===== config.mk =====
export PLATFORM = sky130hd
export DESIGN_NAME = bin_to_digits
export DESIGN_NICKNAME = d
export VERILOG_FILES = /design/src/rtl/bin_to_digits.sv
export SDC_FILE = /design/constraint.sdc
export NUM_CORES = 1
export LEC_CHECK = 0
export ABC_AREA = 1
export CORE_MARGIN = 4
export CORE_UTILIZATION = 30
export DETAILED_ROUTE_END_ITERATION = 16
export HOLD_SLACK_MARGIN = 0.06
export PLACE_DENSITY = 0.61
export SLEW_MARGIN = 20
export SYNTH_ARGS = -nofsm -noshare
export SYNTH_HDL_FRONTEND = slang
export SYNTH_SLANG_ARGS = --single-unit
export TNS_END_PERCENT = 20

===== constraint.sdc =====
create_clock -name clk -period 3.2 [get_ports clk]
set_clock_uncertainty 0.2 [all_clocks]
set_input_delay 0.48 -clock clk [delete_from_list [all_inputs] [get_ports clk]]
set_output_delay 0.48 -clock clk [all_outputs]
set_load 0.03 [all_outputs]

===== src/rtl/bin_to_digits.sv =====
`default_nettype none
// ============================================================================
// Module   : bin_to_digits
// Purpose  : Sequential binary-to-BCD converter (shift-add-3, one bit per
//            clock) with seven-segment display formatting: per-digit value,
//            decimal point and leading-zero blanking, plus overflow forcing.
// Revision : 1.0 - initial release
// ============================================================================
module bin_to_digits #(
    parameter int BIN_W   = 14,
    parameter int NDIGITS = 4
) (
    input  logic                   clk,
    input  logic                   rst,
    input  logic                   start,
    input  logic [BIN_W-1:0]       bin,
    input  logic [NDIGITS-1:0]     dp_pos,
    input  logic                   blank_lz,
    output logic                   busy,
    output logic                   done,
    output logic                   ovf,
    output logic [6*NDIGITS-1:0]   digits
);

    // Number of decimal digits needed to hold 2^w - 1.
    function automatic int f_num_digits(input int w);
        longint unsigned v;
        int              n;
        v = (64'd1 << w) - 64'd1;
        n = 0;
        for (int k = 0; k < 10; k++) begin
            if (v != 64'd0) begin
                n++;
                v = v / 64'd10;
            end
        end
        return n;
    endfunction

    // 10^n - 1, the largest value that fits on n display digits.
    function automatic int f_max_value(input int n);
        int p;
        p = 1;
        for (int k = 0; k < n; k++) begin
            p = p * 10;
        end
        return p - 1;
    endfunction

    localparam int C_NBCD_RAW = f_num_digits(BIN_W);
    // Accumulator is never narrower than the display so every digit has a nibble.
    localparam int C_NACC     = (C_NBCD_RAW > NDIGITS) ? C_NBCD_RAW : NDIGITS;
    localparam int C_CNT_W    = $clog2(BIN_W + 1);
    localparam logic [31:0]          C_MAXV     = 32'(f_max_value(NDIGITS));
    localparam logic [C_CNT_W-1:0]   C_CNT_LOAD = C_CNT_W'(BIN_W);
    localparam logic [C_CNT_W-1:0]   C_CNT_ONE  = C_CNT_W'(1);
    localparam logic [6*NDIGITS-1:0] C_DIG_RST  = {NDIGITS{6'b10_0000}};

    typedef enum logic [1:0] {
        S_IDLE   = 2'd0,
        S_SHIFT  = 2'd1,
        S_FORMAT = 2'd2
    } state_t;

    state_t                  state_q,  state_d;
    logic [BIN_W-1:0]        bin_sh_q, bin_sh_d;
    logic [4*C_NACC-1:0]     bcd_q,    bcd_d;
    logic [C_CNT_W-1:0]      cnt_q,    cnt_d;
    logic [NDIGITS-1:0]      dp_q,     dp_d;
    logic                    blz_q,    blz_d;
    logic                    ovfp_q,   ovfp_d;
    logic                    busy_q,   busy_d;
    logic                    done_q,   done_d;
    logic                    ovf_q,    ovf_d;
    logic [6*NDIGITS-1:0]    digits_q, digits_d;

    logic [4*C_NACC-1:0]     w_bcd_adj;
    logic [NDIGITS-1:0][3:0] w_val;
    logic [6*NDIGITS-1:0]    w_fmt;
    logic                    w_allz;
    logic                    w_dp_hi;
    logic                    w_blank;

    // Add-3 correction on every nibble that would overflow when doubled.
    always_comb begin
        w_bcd_adj = bcd_q;
        for (int n = 0; n < C_NACC; n++) begin
            if (bcd_q[4*n +: 4] >= 4'd5) begin
                w_bcd_adj[4*n +: 4] = bcd_q[4*n +: 4] + 4'd3;
            end
        end
    end

    // Display formatting, scanned from the most significant digit down so the
    // all-zero and dp-seen flags accumulate over digits i..NDIGITS-1.
    always_comb begin
        w_fmt   = '0;
        w_allz  = 1'b1;
        w_dp_hi = 1'b0;
        w_blank = 1'b0;
        for (int i = 0; i < NDIGITS; i++) begin
            w_val[i] = ovfp_q ? 4'd9 : bcd_q[4*i +: 4];
        end
        for (int i = NDIGITS - 1; i >= 0; i--) begin
            w_allz  = w_allz & (w_val[i] == 4'd0);
            w_dp_hi = w_dp_hi | dp_q[i];
            w_blank = blz_q & (i > 0) & w_allz & ~w_dp_hi;
            w_fmt[6*i +: 6] = {w_blank, dp_q[i], w_val[i]};
        end
    end

    // Next-state and register-update logic for the IDLE/SHIFT/FORMAT sequence.
    always_comb begin
        state_d  = state_q;
        bin_sh_d = bin_sh_q;
        bcd_d    = bcd_q;
        cnt_d    = cnt_q;
        dp_d     = dp_q;
        blz_d    = blz_q;
        ovfp_d   = ovfp_q;
        busy_d   = busy_q;
        done_d   = 1'b0;
        ovf_d    = ovf_q;
        digits_d = digits_q;
        case (state_q)
            S_IDLE: begin
                if (start) begin
                    bin_sh_d = bin;
                    dp_d     = dp_pos;
                    blz_d    = blank_lz;
                    bcd_d    = '0;
                    ovfp_d   = (32'(bin) > C_MAXV);
                    cnt_d    = C_CNT_LOAD;
                    busy_d   = 1'b1;
                    state_d  = S_SHIFT;
                end
            end
            S_SHIFT: begin
                {bcd_d, bin_sh_d} = {w_bcd_adj, bin_sh_q} << 1;
                cnt_d = cnt_q - C_CNT_ONE;
                if (cnt_q == C_CNT_ONE) begin
                    state_d = S_FORMAT;
                end
            end
            S_FORMAT: begin
                digits_d = w_fmt;
                ovf_d    = ovfp_q;
                done_d   = 1'b1;
                busy_d   = 1'b0;
                state_d  = S_IDLE;
            end
            default: begin
                state_d = S_IDLE;
            end
        endcase
    end

    // State registers; reset takes effect immediately and aborts any conversion.
    always_ff @(posedge clk or posedge rst) begin
        if (rst) begin
            state_q  <= S_IDLE;
            bin_sh_q <= '0;
            bcd_q    <= '0;
            cnt_q    <= '0;
            dp_q     <= '0;
            blz_q    <= 1'b0;
            ovfp_q   <= 1'b0;
            busy_q   <= 1'b0;
            done_q   <= 1'b0;
            ovf_q    <= 1'b0;
            digits_q <= C_DIG_RST;
        end else begin
            state_q  <= state_d;
            bin_sh_q <= bin_sh_d;
            bcd_q    <= bcd_d;
            cnt_q    <= cnt_d;
            dp_q     <= dp_d;
            blz_q    <= blz_d;
            ovfp_q   <= ovfp_d;
            busy_q   <= busy_d;
            done_q   <= done_d;
            ovf_q    <= ovf_d;
            digits_q <= digits_d;
        end
    end

    assign busy   = busy_q;
    assign done   = done_q;
    assign ovf    = ovf_q;
    assign digits = digits_q;

endmodule
`default_nettype wire


## Yosys cells after proc, flatten, opt, wreduce, memory -nomap -nowiden

Index checks and enable logic that the tools add are counted.

- Shift operators: 0
- Mux-type cells: 21
- Div/mod/pow operators: 0
- Eq/ne operators: 5
- Bitwise gates (word level): 13
- $mul: 0
- Magnitude comparators: 6
- $add $sub $neg: 6
- Reductions and logical operators: 10

Operators by type and width:

| kind | number |
|---|---|
| $pmux 20 s2 | 1 |
| $mux 4 | 9 |
| $pmux 14 s2 | 1 |
| $ge 4x3->1 const B | 5 |
| $mux 20 | 1 |
| $add 4x2->4 const B | 4 |
| $gt 14x14->1 const B | 1 |
| $mux 14 | 1 |
| $logic_not 4->1 | 3 |
| $and 1x1->1 | 8 |
| $pmux 4 s2 | 1 |
| $reduce_and 2->1 | 4 |
| $eq 4x1->1 const B | 1 |
| $mux 2 | 2 |
| $ne 2x2->1 const B | 2 |
| $pmux 2 s2 | 1 |
| $reduce_bool 2->1 | 2 |
| $sub 4x1->4 const B | 1 |
| $add 3x2->3 const B | 1 |
| $mux 3 | 1 |
| $not 1->1 | 3 |
| $eq 2x1->1 const B | 1 |
| $eq 2x2->1 const B | 1 |
| $logic_not 2->1 | 1 |
| other kinds (3) | 5 |

- Word-level logic and storage cells: 72
- Memories: 0
- Bits in read-only memories: 0
- Register bits: 73
- RAM bits: 0
- Bits in latches: 0

## Longest topological paths before layout

- Depth after elaboration: 6
- Depth in mapped cells: 8

## Least setup slack after synthesis

OpenSTA, ideal clock, no wires.

- Path type: reg2reg
- Start: reg state_q[0]
- End: reg digits_q[1], in the netlist digits[1]
- Setup time: 123 ps
- Data arrival time: 1061 ps
- Slack: 1816 ps
- Period minus slack after synthesis: 1384 ps
- Stages on the path, launching flop included: 7
- Cells stage by stage: dfrtp_1 nor2_4 inv_2 buf_4 buf_6 nand2_1 o21ai_1

- Cells in the longest elaborated chain, start to end: 1

Ends and longest elaborated chain:

| item | line | text |
|---|---|---|
| start, declared | 65 | `state_t state_q, state_d;` |
| start signal, assigned | 173 | `state_q <= state_d;` |
| $eq 2x2->1 | 125 | `case (state_q)` |
| end signal, assigned | 183 | `digits_q <= digits_d;` |
| end, declared | 75 | `logic [6*NDIGITS-1:0] digits_q, digits_d;` |

Every way passes these cells.
A chain may end at the register's enable or synchronous reset.

## Worst setup path in the final report

- Start: reg digits_q[5], in the netlist digits[5]
- End: out digits[5]

RTL lines:

| item | line | text |
|---|---|---|
| end, declared | 22 | `output logic [6*NDIGITS-1:0] digits` |

No word-level cell between the ends.

==> flow_summary.html <==
<table>
<tr><th>Metric</th><th>Value</th></tr>
<tr><th colspan="2">Route</th></tr>
<tr><td>Number of vias after detailed routing</td><td>2581</td></tr>
<tr><td>Number of violations reported at the end of detailed-routing iteration 0</td><td>121</td></tr>
<tr><td>Post-route ant nets</td><td>0</td></tr>
<tr><td>Total routed wirelength</td><td>7220 um</td></tr>
<tr><td>Detail-routed via count per cell</td><td>4.64</td></tr>
<tr><td>DRC violations left</td><td>0</td></tr>
<tr><td>Routed wire per std cell</td><td>13.0 um</td></tr>
<tr><td>DR pass1 iterations</td><td>4</td></tr>
<tr><th colspan="2">Logic synthesis</th></tr>
<tr><td>Post-synthesis net count</td><td>395</td></tr>
<tr><td>Synth unique cells</td><td>24</td></tr>
<tr><td>Number of instances in the synthesized netlist</td><td>363</td></tr>
<tr><td>Sequential element share of the synthesized area</td><td>0.548</td></tr>
<tr><td>Ys Warns</td><td>0</td></tr>
<tr><td>Post-Syn Area per Cell</td><td>8.71 um2</td></tr>
<tr><td>Synthesized area</td><td>3160 um2</td></tr>
<tr><td>Synthesized flop and latch total</td><td>69</td></tr>
<tr><th colspan="2">Flow run</th></tr>
<tr><td>Number of maximum-capacitance constraint violations</td><td>0</td></tr>
<tr><th colspan="2">Global route</th></tr>
<tr><td>Vias in the first global route</td><td>2586</td></tr>
<tr><td>Wire length of the first global-routing pass</td><td>12500 um</td></tr>
<tr><td>Number of antenna violations at the first check in global routing</td><td>0</td></tr>
<tr><td>Total track usage</td><td>0.123</td></tr>
<tr><td>Global route overflow</td><td>0</td></tr>
<tr><td>Pin count of the biggest net entering global routing</td><td>40</td></tr>
<tr><th colspan="2">Clocking</th></tr>
<tr><td>Total clock buffers created by CTS</td><td>9</td></tr>
<tr><td>Total clock sinks</td><td>69</td></tr>
<tr><td>CTS root buffer</td><td>sky130_fd_sc_hd__clkbuf_8</td></tr>
<tr><td>H-tree depth reported by CTS</td><td>3</td></tr>
<tr><td>Number of post-CTS setup repair buffers</td><td>0</td></tr>
<tr><td>Clock insertion delay at the later pin of the skew report</td><td>0.34 ns</td></tr>
<tr><td>Clk slew on worst S/H paths</td><td>0.07 ns</td></tr>
<tr><td>TritonCTS clock tree</td><td>built</td></tr>
<tr><td>Hold-fix buffers at CTS</td><td>0</td></tr>
<tr><td>Clock buffer depth</td><td>2</td></tr>
<tr><td>Post-CTS Resized</td><td>0</td></tr>
<tr><th colspan="2">Final layout</th></tr>
<tr><td>Most common library cell in the layout ignoring fill and taps</td><td>sky130_fd_sc_hd__nand2_1</td></tr>
<tr><td>Post-layout nets</td><td>447</td></tr>
<tr><td>Commonest non-fill, non-tap cells in the layout</td><td>sky130_fd_sc_hd__nand2_1, sky130_fd_sc_hd__dfrtp_1, sky130_fd_sc_hd__clkdlybuf4s50_1</td></tr>
<tr><td>Post-layout utilization of the core</td><td>0.392</td></tr>
<tr><td>Fraction of layout cells with a size suffix above 1</td><td>0.0786</td></tr>
<tr><td>ANT cells</td><td>0</td></tr>
<tr><td>Post-synthesis to final-layout area growth</td><td>27.4%</td></tr>
<tr><th colspan="2">Critical path</th></tr>
<tr><td>Critical path destination</td><td>digits[5]</td></tr>
<tr><td>Start point of the critical path</td><td>digits[5]$_DFFE_PP1P_</td></tr>
<tr><td>Cell type group with the largest total delay on the critical path</td><td>buffers and inverters</td></tr>
<tr><td>Max incr delay on CP</td><td>0.66 ns</td></tr>
<tr><td>Data required, critical path</td><td>2.52 ns</td></tr>
<tr><td>Reg2Reg Setup Slack</td><td>1.39 ns</td></tr>
<tr><td>Arrival time worst endpoint</td><td>1.53 ns</td></tr>
<tr><td>Critical path buffers and inverters</td><td>1</td></tr>
<tr><td>Worst setup path category</td><td>flop to output port</td></tr>
<tr><td>Capturing element type of the critical path</td><td>output port</td></tr>
<tr><td>Startpoint type of the worst setup path</td><td>flop</td></tr>
<tr><td>Reg-to-reg endpoint</td><td>cnt_q[3]$_DFFE_PP0P_</td></tr>
<tr><td>Number of cells traversed by the worst register-to-register path</td><td>6</td></tr>
<tr><td>R2r startpoint</td><td>state_q[1]$_DFFE_PP0P_</td></tr>
<tr><td>Critical Path Fanout Max</td><td>2</td></tr>
<tr><td>Slowest stage cell, crit path</td><td>sky130_fd_sc_hd__clkdlybuf4s50_1</td></tr>
<tr><td>Levels on crit path</td><td>1</td></tr>
<tr><td>Cell Chain, Critical Path</td><td>clkdlybuf4s50_1</td></tr>
<tr><th colspan="2">Die</th></tr>
<tr><td>Height of the chip</td><td>111 um</td></tr>
<tr><td>Die area</td><td>12200 um2</td></tr>
<tr><td>IO Pins</td><td>49</td></tr>
<tr><td>Starting density of the core</td><td>0.308</td></tr>
<tr><td>Number of rows in the core area</td><td>37</td></tr>
<tr><td>Die span in x</td><td>111 um</td></tr>
<tr><td>Placeable core area</td><td>10300 um2</td></tr>
<tr><th colspan="2">Timing</th></tr>
<tr><td>Worst-Margin Slew</td><td>0.670 ns</td></tr>
<tr><td>Setup-violating endpoint count in the final report</td><td>0</td></tr>
<tr><td>Hold slack</td><td>0.243 ns</td></tr>
<tr><td>Final worst path period need</td><td>2.21 ns</td></tr>
<tr><td>Slew margin rel.</td><td>0.552</td></tr>
<tr><td>Final number of hold-violating endpoints</td><td>0</td></tr>
<tr><td>Final period util</td><td>0.689</td></tr>
<tr><td>Aggregate negative setup slack</td><td>0 ns</td></tr>
<tr><td>Maximum clock rate</td><td>453 MHz</td></tr>
<tr><td>Setup repair after global routing missed its margin</td><td>no</td></tr>
<tr><td>Max-slew violations</td><td>0</td></tr>
<tr><th colspan="2">Power</th></tr>
<tr><td>Total power of the final layout</td><td>4.18 mW</td></tr>
<tr><td>Internal power</td><td>2.49 mW</td></tr>
<tr><td>Switching Power</td><td>1.69 mW</td></tr>
<tr><td>Sequential group share of total power</td><td>0.355</td></tr>
<tr><td>Power per cell area</td><td>1040 nW/um2</td></tr>
<tr><td>Fraction of power consumed by the clock network</td><td>0.216</td></tr>
<tr><td>Relative contribution of combinational cells to total power</td><td>0.429</td></tr>
<tr><td>Highest ir drop seen on vdd</td><td>0.287 mV</td></tr>
<tr><td>Net switching fraction of the power</td><td>0.404</td></tr>
<tr><td>Static Leak</td><td>1.91 nW</td></tr>
<tr><th colspan="2">Placement</th></tr>
<tr><td>Half-perimeter wire length after detailed placement</td><td>5030 um</td></tr>
<tr><td>Placer congestion estimate</td><td>0.791</td></tr>
<tr><td>Number of port buffers</td><td>48</td></tr>
<tr><th colspan="2">Outcome</th></tr>
<tr><td>Outcome</td><td>complete, no violations</td></tr>
<tr><th colspan="2">Hold path</th></tr>
<tr><td>Path class of the lowest-slack min-delay path</td><td>flop to flop</td></tr>
</table>
how the worst min path moves through the flow:
stage | from | to | cells past startpoint
floorplan | bcd_q[1]$_DFFE_PP0P_ | bcd_q[1]$_DFFE_PP0P_ | 2
global placement | digits[5]$_DFFE_PP1P_ | digits[5]$_DFFE_PP1P_ | 2
detailed placement | digits[5]$_DFFE_PP1P_ | digits[5]$_DFFE_PP1P_ | 2
CTS | digits[5]$_DFFE_PP1P_ | digits[5]$_DFFE_PP1P_ | 2
global route | digits[5]$_DFFE_PP1P_ | digits[5]$_DFFE_PP1P_ | 2
finish | digits[5]$_DFFE_PP1P_ | digits[5]$_DFFE_PP1P_ | 2
flip-flops by register name (all words and copies together), names as in the netlist:
| register | count |
|---|---|
| blz_q | 1 |
| ovfp_q | 1 |
| busy | 1 |
| done | 1 |
| ovf | 1 |
| dp_q | 4 |
| cnt_q | 4 |
| bin_sh_q | 14 |
| bcd_q | 16 |
| digits | 24 |
| state_q | 2 |
metal layers:
metal | track usage | wire length, um | up-vias
met4 | 0.0419 | 94 | 0
met2 | 0.198 | 3330 | 58
li1 | - | - | 1288
met3 | 0.0333 | 364 | 10
met1 | 0.161 | 3430 | 1225
met5 | 0 | 0 | -
cells in the mapped netlist:
master,number,area share
sky130_fd_sc_hd__nand2_1,106,0.13
sky130_fd_sc_hd__dfrtp_1,65,0.51
sky130_fd_sc_hd__inv_1,37,0.044
sky130_fd_sc_hd__nor2_1,27,0.032
sky130_fd_sc_hd__nand3_1,25,0.040
sky130_fd_sc_hd__o21ai_0,20,0.032
sky130_fd_sc_hd__o21ai_1,15,0.024
sky130_fd_sc_hd__a22oi_1,12,0.028
sky130_fd_sc_hd__ha_1,10,0.040
sky130_fd_sc_hd__nand4_1,10,0.020
sky130_fd_sc_hd__a21oi_1,6,0.0095
sky130_fd_sc_hd__buf_2,5,0.0079
sky130_fd_sc_hd__inv_2,5,0.0059
sky130_fd_sc_hd__buf_6,4,0.014
sky130_fd_sc_hd__dfstp_2,4,0.033
sky130_fd_sc_hd__a31oi_1,3,0.0059
sky130_fd_sc_hd__nor2_4,2,0.0071
sky130_fd_sc_hd__buf_4,1,0.0024
sky130_fd_sc_hd__nand2_2,1,0.0020
sky130_fd_sc_hd__nand3_2,1,0.0032
sky130_fd_sc_hd__o211ai_1,1,0.0024
sky130_fd_sc_hd__o21a_1,1,0.0024
sky130_fd_sc_hd__o21ai_2,1,0.0028
sky130_fd_sc_hd__o22ai_1,1,0.0020
metrics by stage:
stage	setup WS [ns]	std cells	cell area, um2
after floorplan	0.787	363	3160
after global placement	1.25	540	3770
after detailed placement	1.18	540	3770
after CTS	0.968	556	4030
after global routing	0.938	556	4030
final	0.994	556	4030
power groups by stage:
stage	Clock (mW)	Sequential [mW]	Combinational [mW]
2_1_floorplan	0	1.67	1.09
3_3_place_gp	0	1.49	1.74
3_5_place_dp	0	1.49	1.80
4_1_cts	0.922	1.48	1.81
5_1_grt	0.966	1.53	2.03
6_report	0.904	1.48	1.79
cells by family (layout without fill, tap and decap cells):
group / after synthesis / count (layout) / synth area share
AOI/OAI and AO/OA: 60 / 60 / 0.109
and+or+nand+nor: 172 / 172 / 0.230
adders and majority gates: 10 / 10 / 0.0396
DFF: 69 / 69 / 0.548
buffers and inverters: 52 / 109 / 0.0744
area by class of cell:
| class | instances | area, um2 |
|---|---|---|
| multi-input cells | 242 | 1190 |
| flip-flops and latches | 69 | 1730 |
| well taps | 136 | 170 |
| fillers | 1066 | 6250 |
| inverters | 42 | 158 |
| repair buffers | 51 | 515 |
| clock buffers | 13 | 169 |
| clock inverters | 3 | 90.1 |
Note: power is estimated with default switching activity, not from simulation.
